$ cat src/rtl/fifo_if.sv
// Producer/consumer bundle for fifo_sync_param: write side, read side and status.
// Combinational only: no latency of its own.
// Backpressure is carried by the full/empty status that the FIFO drives back.
interface fifo_if #(
    parameter int WIDTH = 8,
    parameter int DEPTH = 16
);
    localparam int AW = $clog2(DEPTH);

    logic             wr;
    logic [WIDTH-1:0] din;
    logic             rd;
    logic [WIDTH-1:0] dout;
    logic             dout_valid;
    logic             empty;
    logic             full;
    logic             almost_empty;
    logic             almost_full;
    logic [AW:0]      count;
    logic             overflow;
    logic             underflow;

    modport master (
        output wr, din, rd,
        input  dout, dout_valid, empty, full, almost_empty, almost_full,
               count, overflow, underflow
    );

    modport slave (
        input  wr, din, rd,
        output dout, dout_valid, empty, full, almost_empty, almost_full,
               count, overflow, underflow
    );
endinterface

$ cat src/rtl/fifo_sync_param.sv
// Single-clock FIFO with occupancy count, almost flags and overflow/underflow pulses.
// Latency: dout is registered, one cycle after an accepted read; flags decode the registered count.
// Backpressure: writes while full and reads while empty are dropped and reported by a one-cycle pulse.
module fifo_sync_param #(
    parameter int WIDTH    = 8,
    parameter int DEPTH    = 16,
    parameter int AF_LEVEL = 12,
    parameter int AE_LEVEL = 4
) (
    input  logic   clk,
    input  logic   rst_n,
    fifo_if.slave  bus
);
    localparam int AW = $clog2(DEPTH);
    localparam logic [AW:0] DEPTH_C = (AW+1)'(DEPTH);
    localparam logic [AW:0] AF_C    = (AW+1)'(AF_LEVEL);
    localparam logic [AW:0] AE_C    = (AW+1)'(AE_LEVEL);

    logic [WIDTH-1:0] mem [DEPTH];

    logic [AW-1:0]    wptr_q, wptr_d;
    logic [AW-1:0]    rptr_q, rptr_d;
    logic [AW:0]      count_q, count_d;
    logic [WIDTH-1:0] dout_q, dout_d;
    logic             dout_valid_q, dout_valid_d;
    logic             overflow_q, overflow_d;
    logic             underflow_q, underflow_d;

    logic is_empty, is_full, wr_acc, rd_acc;

    // Full and empty come from the count so equal pointers are never ambiguous.
    assign is_empty = (count_q == '0);
    assign is_full  = (count_q == DEPTH_C);
    assign wr_acc   = bus.wr && !is_full;
    assign rd_acc   = bus.rd && !is_empty;

    always_comb begin
        wptr_d       = wptr_q;
        rptr_d       = rptr_q;
        count_d      = count_q;
        dout_d       = dout_q;
        dout_valid_d = 1'b0;
        overflow_d   = bus.wr && is_full;
        underflow_d  = bus.rd && is_empty;

        if (wr_acc) begin
            wptr_d = wptr_q + AW'(1);
        end
        if (rd_acc) begin
            rptr_d       = rptr_q + AW'(1);
            dout_d       = mem[rptr_q];
            dout_valid_d = 1'b1;
        end

        case ({wr_acc, rd_acc})
            2'b10:   count_d = count_q + (AW+1)'(1);
            2'b01:   count_d = count_q - (AW+1)'(1);
            default: count_d = count_q;
        endcase
    end

    // Storage is not reset; stale entries are unreachable once the pointers clear.
    always_ff @(posedge clk) begin
        if (wr_acc) begin
            mem[wptr_q] <= bus.din;
        end
    end

    always_ff @(posedge clk or negedge rst_n) begin
        if (!rst_n) begin
            wptr_q       <= '0;
            rptr_q       <= '0;
            count_q      <= '0;
            dout_q       <= '0;
            dout_valid_q <= 1'b0;
            overflow_q   <= 1'b0;
            underflow_q  <= 1'b0;
        end else begin
            wptr_q       <= wptr_d;
            rptr_q       <= rptr_d;
            count_q      <= count_d;
            dout_q       <= dout_d;
            dout_valid_q <= dout_valid_d;
            overflow_q   <= overflow_d;
            underflow_q  <= underflow_d;
        end
    end

    assign bus.dout         = dout_q;
    assign bus.dout_valid   = dout_valid_q;
    assign bus.count        = count_q;
    assign bus.empty        = is_empty;
    assign bus.full         = is_full;
    assign bus.almost_empty = (count_q <= AE_C);
    assign bus.almost_full  = (count_q >= AF_C);
    assign bus.overflow     = overflow_q;
    assign bus.underflow    = underflow_q;
endmodule
$ cat src/flat_wrapper.sv
// flat-port wrapper written by rule: the top's interface ports become plain ports
module fifo_sync_param_flat 
#(
    parameter int WIDTH    = 8,
    parameter int DEPTH    = 16,
    parameter int AF_LEVEL = 12,
    parameter int AE_LEVEL = 4
)
  (clk, rst_n, bus_wr, bus_din, bus_rd, bus_dout, bus_dout_valid, bus_empty, bus_full, bus_almost_empty, bus_almost_full, bus_count, bus_overflow, bus_underflow);
  fifo_if #(.WIDTH(WIDTH), .DEPTH(DEPTH)) bus_i ();
  input  logic clk;
  input  logic rst_n;
  input wire logic [$bits(bus_i.wr)-1:0] bus_wr;
  input wire logic [$bits(bus_i.din)-1:0] bus_din;
  input wire logic [$bits(bus_i.rd)-1:0] bus_rd;
  output wire logic [$bits(bus_i.dout)-1:0] bus_dout;
  output wire logic [$bits(bus_i.dout_valid)-1:0] bus_dout_valid;
  output wire logic [$bits(bus_i.empty)-1:0] bus_empty;
  output wire logic [$bits(bus_i.full)-1:0] bus_full;
  output wire logic [$bits(bus_i.almost_empty)-1:0] bus_almost_empty;
  output wire logic [$bits(bus_i.almost_full)-1:0] bus_almost_full;
  output wire logic [$bits(bus_i.count)-1:0] bus_count;
  output wire logic [$bits(bus_i.overflow)-1:0] bus_overflow;
  output wire logic [$bits(bus_i.underflow)-1:0] bus_underflow;
  assign bus_i.wr = bus_wr;
  assign bus_i.din = bus_din;
  assign bus_i.rd = bus_rd;
  assign bus_dout = bus_i.dout;
  assign bus_dout_valid = bus_i.dout_valid;
  assign bus_empty = bus_i.empty;
  assign bus_full = bus_i.full;
  assign bus_almost_empty = bus_i.almost_empty;
  assign bus_almost_full = bus_i.almost_full;
  assign bus_count = bus_i.count;
  assign bus_overflow = bus_i.overflow;
  assign bus_underflow = bus_i.underflow;
  fifo_sync_param #(.WIDTH(WIDTH), .DEPTH(DEPTH), .AF_LEVEL(AF_LEVEL), .AE_LEVEL(AE_LEVEL)) u_core (.clk(clk), .rst_n(rst_n), .bus(bus_i));
endmodule
$ cat config.mk
export PLATFORM = sky130hd
export DESIGN_NAME = fifo_sync_param_flat
export DESIGN_NICKNAME = d
export VERILOG_FILES = /design/src/rtl/fifo_if.sv /design/src/rtl/fifo_sync_param.sv /design/src/flat_wrapper.sv
export SDC_FILE = /design/constraint.sdc
export NUM_CORES = 1
export LEC_CHECK = 0
export BUFFER_PORTS_ARGS = -buffer_cell sky130_fd_sc_hd__buf_2
export CORE_UTILIZATION = 30
export CTS_CLUSTER_SIZE = 20
export DETAILED_ROUTE_END_ITERATION = 7
export PLACE_DENSITY_LB_ADDON = 0.15
export SKIP_CTS_REPAIR_TIMING = 1
export SLEW_MARGIN = 20
export SYNTH_ARGS = -nofsm -noshare
export SYNTH_HDL_FRONTEND = slang
export SYNTH_SLANG_ARGS = --single-unit
$ cat constraint.sdc
create_clock -name clk -period 3.26 [get_ports clk]
set_input_delay 0 -clock clk [delete_from_list [all_inputs] [get_ports clk]]
set_output_delay 0 -clock clk [all_outputs]
set_load 0.01 [all_outputs]
# --- Word level (Yosys, flattened, before mapping) ---
# Memories as Yosys holds them, arrays and structs flattened. A register that Yosys moved wholly into a read port is not among the register bits.
# Cells that the tools add are included.
totals:
  register_bits: 16
  mem_bits_rw: 128
  in_bits: 12
  output_inout_bits: 20
  n_memories: 1
memory_table:
  columns: ["name", "words", "word_bits", "rd", "rd_clocked_by_memory_dff", "write_ports", "line_no", "text"]
  rows:
  - ["u_core.mem", 16, 8, 1, 1, 1, "fifo_sync_param.sv:19", "logic [WIDTH-1:0] mem [DEPTH];"]
op_classes:
  addsub: 4
  order_cmp: 2
  eq_ne: 3
  muxes: 4
  reduce_logical: 9
ops:
  columns: ["op", "count"]
  rows:
  - ["5-bit one-hot mux with 2 select lines", 1]
  - ["4-bit by 1-bit adder with 4-bit output, second input constant", 2]
  - ["5-bit by 1-bit adder with 5-bit output, second input constant", 1]
  - ["5-bit == test, second input constant", 1]
  - ["5-bit by 4-bit greater-or-equal comparator with 1-bit output, second input constant", 1]
  - ["5-bit by 3-bit <= comparator with 1-bit output, second input constant", 1]
  - ["5-bit zero test", 1]
  - ["5-bit by 1-bit subtractor with 5-bit output, second input constant", 1]
  - ["1-bit logical AND", 4]
  - ["1-bit zero test", 3]
  - ["1-bit two-way mux", 3]
  - ["2-bit by 1-bit == test with 1-bit output, second input constant", 1]
  - ["2-bit == test, second input constant", 1]
  - ["2-bit nonzero test", 1]

# --- Logic depth before layout (Yosys ltp) ---
# Gate-level depths: netlist of the first run.
logic_depth:
  word_depth: 5
  depth_mapped: 12

# --- Worst setup path before layout of the first run ---
# OpenSTA, ideal clock, no wires.
synth_timing:
  path_kind: "reg-to-reg"
  from: "reg u_core.count_q[3], in the netlist u_core.bus.count[3]"
  to: "reg u_core.count_q[4], in the netlist u_core.bus.count[4]"
  setup_time_ns: 0.125
  t_arrival_ns: 2.660
  required_time_ns: 3.135
  setup_slack_ns: 0.475
  stages_incl_launch_ff: 13
  path_buffers: 2
  synth_period_minus_slack_ns: 2.785
  cell_sequence: "dfrtp_1 > buf_6 > or3_4 > o31ai_4 > inv_2 > ha_1 > buf_2 > xor2_1 > ha_1 > a21o_1 > a22oi_1 > nor3_1 > a2111oi_0"
synth_via:
  elab_chain_cells: 5
synth_rtl:
  columns: ["item", "line_no", "text"]
  rows:
  - ["start, declared", "fifo_sync_param.sv:23", "logic [AW:0] count_q, count_d;"]
  - ["start signal, assigned", "fifo_sync_param.sv:81", "count_q <= count_d;"]
  - ["5-bit == test / 5-bit zero test (equally long branches)", "fifo_sync_param.sv:33, fifo_sync_param.sv:32", null]
  - ["1-bit zero test (on tied branches)", "fifo_sync_param.sv:34, fifo_sync_param.sv:35", null]
  - ["1-bit logical AND (on tied branches)", "fifo_sync_param.sv:34, fifo_sync_param.sv:35", null]
  - ["2-bit by 1-bit == test with 1-bit output / 2-bit == test (equally long branches)", "fifo_sync_param.sv:55", "case ({wr_acc, rd_acc})"]
  - ["5-bit one-hot mux with 2 select lines / 2-bit nonzero test (equally long branches)", null, null]
# Parallel ways exist; a longest one is shown, timed or not.
# A chain may end at the register's enable or synchronous reset.

# --- Final worst setup path of the first run ---
# Same ends and word-level chain as after synthesis.

==> flow_metrics.tcl, run 1 <==
set metrics [dict create \
    status "finished clean" \
    grtUsageTotal 0.132 \
    critical_path_class "reg -> reg" \
    synth_area_per_cell_um2 18.9 \
    cp_max_fo 10 \
    clock_tree.buffer_depth 2 \
    portBuffers 31 \
    cp_data_arrival_time_ps 3260 \
    required_ps 3550 \
    clk_pin_slew_ps 60 \
    syn_nets 345 \
    utilization 0.376 \
    cap_violations 0 \
    die_y_um 145 \
    switchingPower_mw 1.98 \
    hpwl_um 8380 \
    drive_above_1_share 0.314 \
    syn_to_final_growth_pct 21.0 \
    ir_drop_mv 0.402 \
    core_area_um2 19700 \
    die_area_um2 21000 \
    vias 3117 \
    cts_tree "yes" \
    p_leak_nw 2.63 \
    cts_made_buffers 17 \
    start_util 0.311 \
    synth_ff_type "edfxtp_1" \
    fmaxAchievable_mhz 337 \
    ant_nets 0 \
    period_share 0.909 \
    slew_headroom 0.363 \
    clkLatencyLatePin_ps 420 \
    antenna_found_initial 0 \
    clock-sinks 152 \
    grt_pass1_wl_um 20100 \
    cts_root_buffer "clkbuf_16" \
    p_seq_frac 0.424 \
    min_period_ps 2960 \
    pwr-share-clk 0.308 \
    hp-class "in -> async" \
    rsz0062_at_grt "false" \
    regArea_um2 4450 \
    antenna_cells 0 \
    yosysSeqAreaShare 0.725 \
    ios 32 \
    viasPerCell 4.65 \
    fillers 1832 \
    fin_skew_ps 7.09 \
    wl_um 13000 \
    gp_congestion 0.751 \
    drt-pass1-iter-count 4 \
    synthesis.area_um2 6130 \
    grt_overflow 0 \
    end_kind "register" \
    async_flop_share 0.158 \
    drc 0 \
    p_per_area_nw_per_um2 873 \
    grt_pass1_vias 3214 \
    tns_ps 0 \
    first_iter_violations 230 \
    p_int_mw 4.49 \
    place_area_um2 6700 \
    drt-wirelength-per-cell_um 19.5 \
    synth-edff-count 128 \
    layout.nets 412 \
    finalInstanceArea_um2 7420 \
    htree_levels 4 \
    setup_viol 0 \
    timing.final.max_slew_violations 0 \
    synth_cell_type_count 37 \
    p_comb_frac 0.268 \
    synth-seq-cells 152 \
    row_count 51 \
    tightestPinTransition_ps 956 \
    synth_warnings 0 \
    finalHoldViolCount 0 \
    grt_max_degree 25 \
    cp-start-kind "register" \
    swShare 0.306 \
    multi_input_area_um2 1560 \
    netlist_instances 325 \
    dieWidth_um 145 \
    p_total_mw 6.48 \
]
[cells by family (layout without fill, tap and decap cells)]
group / after synthesis / in the layout / share of synthesized area
AO/OA/AOI/OAI: 21 / 21 / 0.0298
XOR/XNOR: 11 / 11 / 0.0157
adder cells (fa/ha/maj): 8 / 8 / 0.0163
buffers and inverters: 23 / 103 / 0.0200
flip-flops: 152 / 152 / 0.725
multiplexers: 49 / 49 / 0.146
AND/OR/NAND/NOR: 61 / 61 / 0.0472
[cell usage in the layout (no fill, tap or decap), types with 3 or more instances in the layout]
| cell | instances |
|---|---|
| buf_4 | 23 |
| nor2_1 | 15 |
| nand2_1 | 20 |
| clkinv_2 | 4 |
| dfrtp_1 | 23 |
| clkbuf_16 | 17 |
| mux2i_1 | 16 |
| bufinv_16 | 3 |
| nand2b_1 | 4 |
| ha_1 | 8 |
| inv_1 | 4 |
| o221ai_1 | 8 |
| edfxtp_1 | 128 |
| a22oi_1 | 4 |
| nor3_1 | 10 |
| buf_2 | 31 |
| xor2_1 | 4 |
| dlygate4sd3_1 | 11 |
| nor2b_1 | 4 |
| mux4_2 | 32 |
| xnor2_1 | 7 |
[layout make-up]
cell class                      count  share of cell area
Clock buffer                       17              0.0574
Sequential cell                   152               0.599
Clock inverter                     15              0.0236
Multi-Input combinational cell    150               0.211
Inverter                            5             0.00253
Tap cell                          265              0.0447
Timing Repair Buffer               66              0.0618
[per-stage QoR]
step                      setup WS (ps)  std cells  hold WS (ps)
after floorplan                     475        325          -296
after global placement              342        627          43.1
after detailed placement            254        627          43.1
after CTS                           231        659          -408
after global routing               40.8        670           178
final                               297        670           120
[state kept, by name, indices dropped and copies added (netlist names)]
| register | flops |
|---|---|
| u_core.rptr_q | 4 |
| u_core.bus.dout | 8 |
| u_core.mem | 128 |
| u_core.bus.underflow | 1 |
| u_core.wptr_q | 4 |
| u_core.bus.overflow | 1 |
| u_core.bus.count | 5 |
| u_core.bus.dout_valid | 1 |
[Yosys cell counts (all sizes together) (4+ instances only)]
| cell type | n | share of area |
|---|---|---|
| a22oi | 4 | 0.0049 |
| buf | 14 | 0.014 |
| clkbuf | 4 | 0.0024 |
| dfrtp | 24 | 0.098 |
| edfxtp | 128 | 0.63 |
| ha | 8 | 0.016 |
| inv | 5 | 0.0031 |
| mux2i | 16 | 0.026 |
| mux4 | 32 | 0.12 |
| nand2 | 21 | 0.013 |
| nand2b | 5 | 0.0055 |
| nor2 | 15 | 0.0092 |
| nor2b | 4 | 0.0041 |
| nor3 | 10 | 0.0082 |
| o221ai | 8 | 0.011 |
| xnor2 | 7 | 0.010 |
| xor2 | 4 | 0.0057 |
[power groups by stage]
stage	Combinational, mW	Sequential (mW)	Clock [mW]
final	1.74	2.75	1.99
after global routing	1.90	2.80	2.12
after CTS	1.77	2.76	2.04
after detailed placement	1.77	2.79	0
after global placement	1.75	2.78	0
after floorplan	1.34	2.59	0
[worst max-delay path, stage by stage, from the launching register on]
cell and delay, ps:
dfrtp_1 490, or3_4 450, o31ai_4 210, inv_2 130, ha_1 300, xor2_1 180
ha_1 230, a21o_1 190, a22oi_1 240, nor3_1 90, a2111oi_1 340
[routing by layer]
layer  part of all wire  vias to the layer above  routed length (um)  global-route usage
met1               0.48                     1642                6250               0.176
met2               0.48                       55                6270               0.206
met3              0.030                        9                 395              0.0415
li1                   -                     1411                   -                   -
met5                  0                        -                   0                   0
met4             0.0095                        0                 124              0.0399
[final timing paths]
| check | endpoint | cells after the start | start | slack (ps) |
|---|---|---|---|---|
| setup reg to reg | u_core.bus.count[4]$_DFFE_PN0P_ | 10 | u_core.bus.count[3]$_DFFE_PN0P_ | 300 |
| min in group clk | u_core.bus.underflow$_DFF_PN0_ | 3 | bus_rd | 380 |
| hold / removal | u_core.bus.count[2]$_DFFE_PN0P_ | 2 | rst_n | 120 |
| setup / recovery | u_core.bus.count[4]$_DFFE_PN0P_ | 10 | u_core.bus.count[3]$_DFFE_PN0P_ | 300 |
| hold reg to reg | u_core.bus.dout[5]$_DFFE_PN0P_ | 2 | u_core.bus.dout[5]$_DFFE_PN0P_ | 500 |
| max in group asynchronous | u_core.rptr_q[0]$_DFFE_PN0P_ | 2 | rst_n | 2710 |
(Power assumes the default switching activity.)
==> run 2: changes to the inputs <==
--- a/config.mk
+++ b/config.mk
@@ -6,7 +6,7 @@
 export NUM_CORES = 1
 export LEC_CHECK = 0
 export BUFFER_PORTS_ARGS = -buffer_cell sky130_fd_sc_hd__buf_2
-export CORE_UTILIZATION = 30
+export CORE_UTILIZATION = 60
 export CTS_CLUSTER_SIZE = 20
 export DETAILED_ROUTE_END_ITERATION = 7
 export PLACE_DENSITY_LB_ADDON = 0.15
==> constraint.sdc (replaced) <==
create_clock -name clk -period 3.2 [get_ports clk]
set_input_delay 0 -clock clk [delete_from_list [all_inputs] [get_ports clk]]
set_output_delay 0 -clock clk [all_outputs]
set_load 0.01 [all_outputs]
==> run 2 against run 1 <==
Net effect:
- first-iteration DRC count decreased by 53%
- utilization increased by 36 points
- largest power group unchanged
- power decreased by 1.1%
- highest routed layer unchanged
- critical path type unchanged
==> flow_metrics.tcl, run 2 (synthesis gave the netlist of run 1 again) <==
set metrics [dict create \
    cp_top_family "compound AO/OA/AOI/OAI gates" \
    htree_levels 4 \
    crit_path_max_incr_delay_ps 480 \
    drive_above_1_share 0.303 \
    clkLatencyLatePin_ps 510 \
    grt_pass1_vias 3202 \
    finalHoldViolCount 0 \
    tns_ps 0 \
    crit_buf_inv 1 \
    end_kind "register" \
    ant_nets 0 \
    largest_register "u_core.mem" \
    fin_skew_ps 10.7 \
    setup_slack_ps 241 \
    ios 32 \
    p_leak_nw 2.59 \
    cts_tree "yes" \
    place_area_um2 6520 \
    crit_chain "or3_4, o31ai_4, inv_2, ha_1, xor2_1, ha_1, a21o_1, a22oi_1, nor3_1, a2111oi_0" \
    clock_tree.buffer_depth 2 \
    layout_common_cells "edfxtp_1 (128), mux4_2 (32), buf_2 (31), dfrtp_1 (23)" \
    cts_root_buffer "clkbuf_8" \
    core_area_um2 9820 \
    fmaxAchievable_mhz 338 \
    p_total_mw 6.41 \
    fillers 604 \
    cp_max_fo 10 \
    cp_common_cell "ha_1" \
    cts_made_buffers 17 \
    portBuffers 31 \
    r2r_start "u_core.bus.count[3]$_DFFE_PN0P_" \
    vias 3202 \
    stdcell_count 535 \
    crit_start "u_core.bus.count[3]$_DFFE_PN0P_" \
    grtUsageTotal 0.247 \
    hpwl_um 7160 \
    min_period_ps 2960 \
    status "finished clean" \
    gp_congestion 0.813 \
    tightestPinTransition_ps 904 \
    dieWidth_um 103 \
    layout.nets 409 \
    dp_cells 492 \
    cap_violations 0 \
    cp-start-kind "register" \
    p_per_area_nw_per_um2 890 \
    drc 0 \
    clock-sinks 152 \
    largest_reg_flops 128 \
    start_util 0.624 \
    drt-wirelength-per-cell_um 22.3 \
    row_count 36 \
    ir_drop_mv 0.593 \
    viasPerCell 5.99 \
    first_iter_violations 109 \
    slowest_stage "dfrtp_1" \
    setup_viol 0 \
    syn_to_final_growth_pct 17.4 \
    critical_path_class "reg -> reg" \
    rsz0062_at_grt "false" \
    timing.final.max_slew_violations 0 \
    cp_data_arrival_time_ps 3350 \
    antenna_cells 0 \
    period_share 0.925 \
    finalInstanceArea_um2 7200 \
    slew_headroom 0.397 \
    die_y_um 103 \
    mostFrequentLayoutCell "edfxtp_1" \
    dp_slack_ps 265 \
    grt_overflow 0 \
    grt_max_degree 34 \
    wl_um 11900 \
    die_area_um2 10600 \
    hp-class "in -> async" \
    drt-pass1-iter-count 4 \
    grt_pass1_wl_um 17900 \
    required_ps 3590 \
    clk_pin_slew_ps 60 \
    antenna_found_initial 0 \
]
==> run 2: cell count changes in the layout (fill, tap and decap cells not counted), sizes merged <==
cell / previous run / this run
clkinv: 7 / 6
buf: 55 / 52
clkinvlp: 2 / 3
clkbuf: 17 / 19
inv: 8 / 7
bufinv: 3 / 2
==> run 2: layout make-up <==
type | count | area, um2 | area share
Inverter | 5 | 18.8 | 0.00261
Sequential cell | 152 | 4450 | 0.618
Clock buffer | 19 | 422 | 0.0586
Multi-Input combinational cell | 150 | 1560 | 0.217
Clock inverter | 13 | 148 | 0.0205
Tap cell | 133 | 166 | 0.0231
Timing Repair Buffer | 63 | 435 | 0.0605
==> run 2: power by group <==
part	internal (mW)	leakage, nW	switching (mW)	total (mW)
registers	2.46	1.45	0.329	2.79
logic	0.869	0.880	0.849	1.72
clock network	1.12	0.267	0.785	1.90
==> run 2: metal layers <==
metal  up-vias  GRT usage  routed length (um)
met4         0     0.0802                  78
met5         -          0                   0
met3         6     0.0590                 510
li1       1418          -                   -
met2       103      0.422                6390
met1      1675      0.317                4950
==> run 2: through the flow <==
stage | util | hold WS (ps)
2_1_floorplan | - | -296
3_3_place_gp | 0.664 | 27.8
3_5_place_dp | 0.664 | 36.6
4_1_cts | 0.722 | -505
5_1_grt | 0.733 | 74.6
6_report | 0.733 | 23.2
==> run 2: path summary, 6_finish.rpt <==
kind / to / slack [ps] / depth (start not counted)
worst min-delay path: u_core.bus.count[2]$_DFFE_PN0P_ / 20 / 2
min in group clk: u_core.bus.underflow$_DFF_PN0_ / 310 / 3
worst min register to register: u_core.bus.dout[7]$_DFFE_PN0P_ / 500 / 2
max in group asynchronous: u_core.rptr_q[0]$_DFFE_PN0P_ / 2740 / 2
worst max-delay path: u_core.bus.count[4]$_DFFE_PN0P_ / 240 / 10
worst max register to register: u_core.bus.count[4]$_DFFE_PN0P_ / 240 / 10
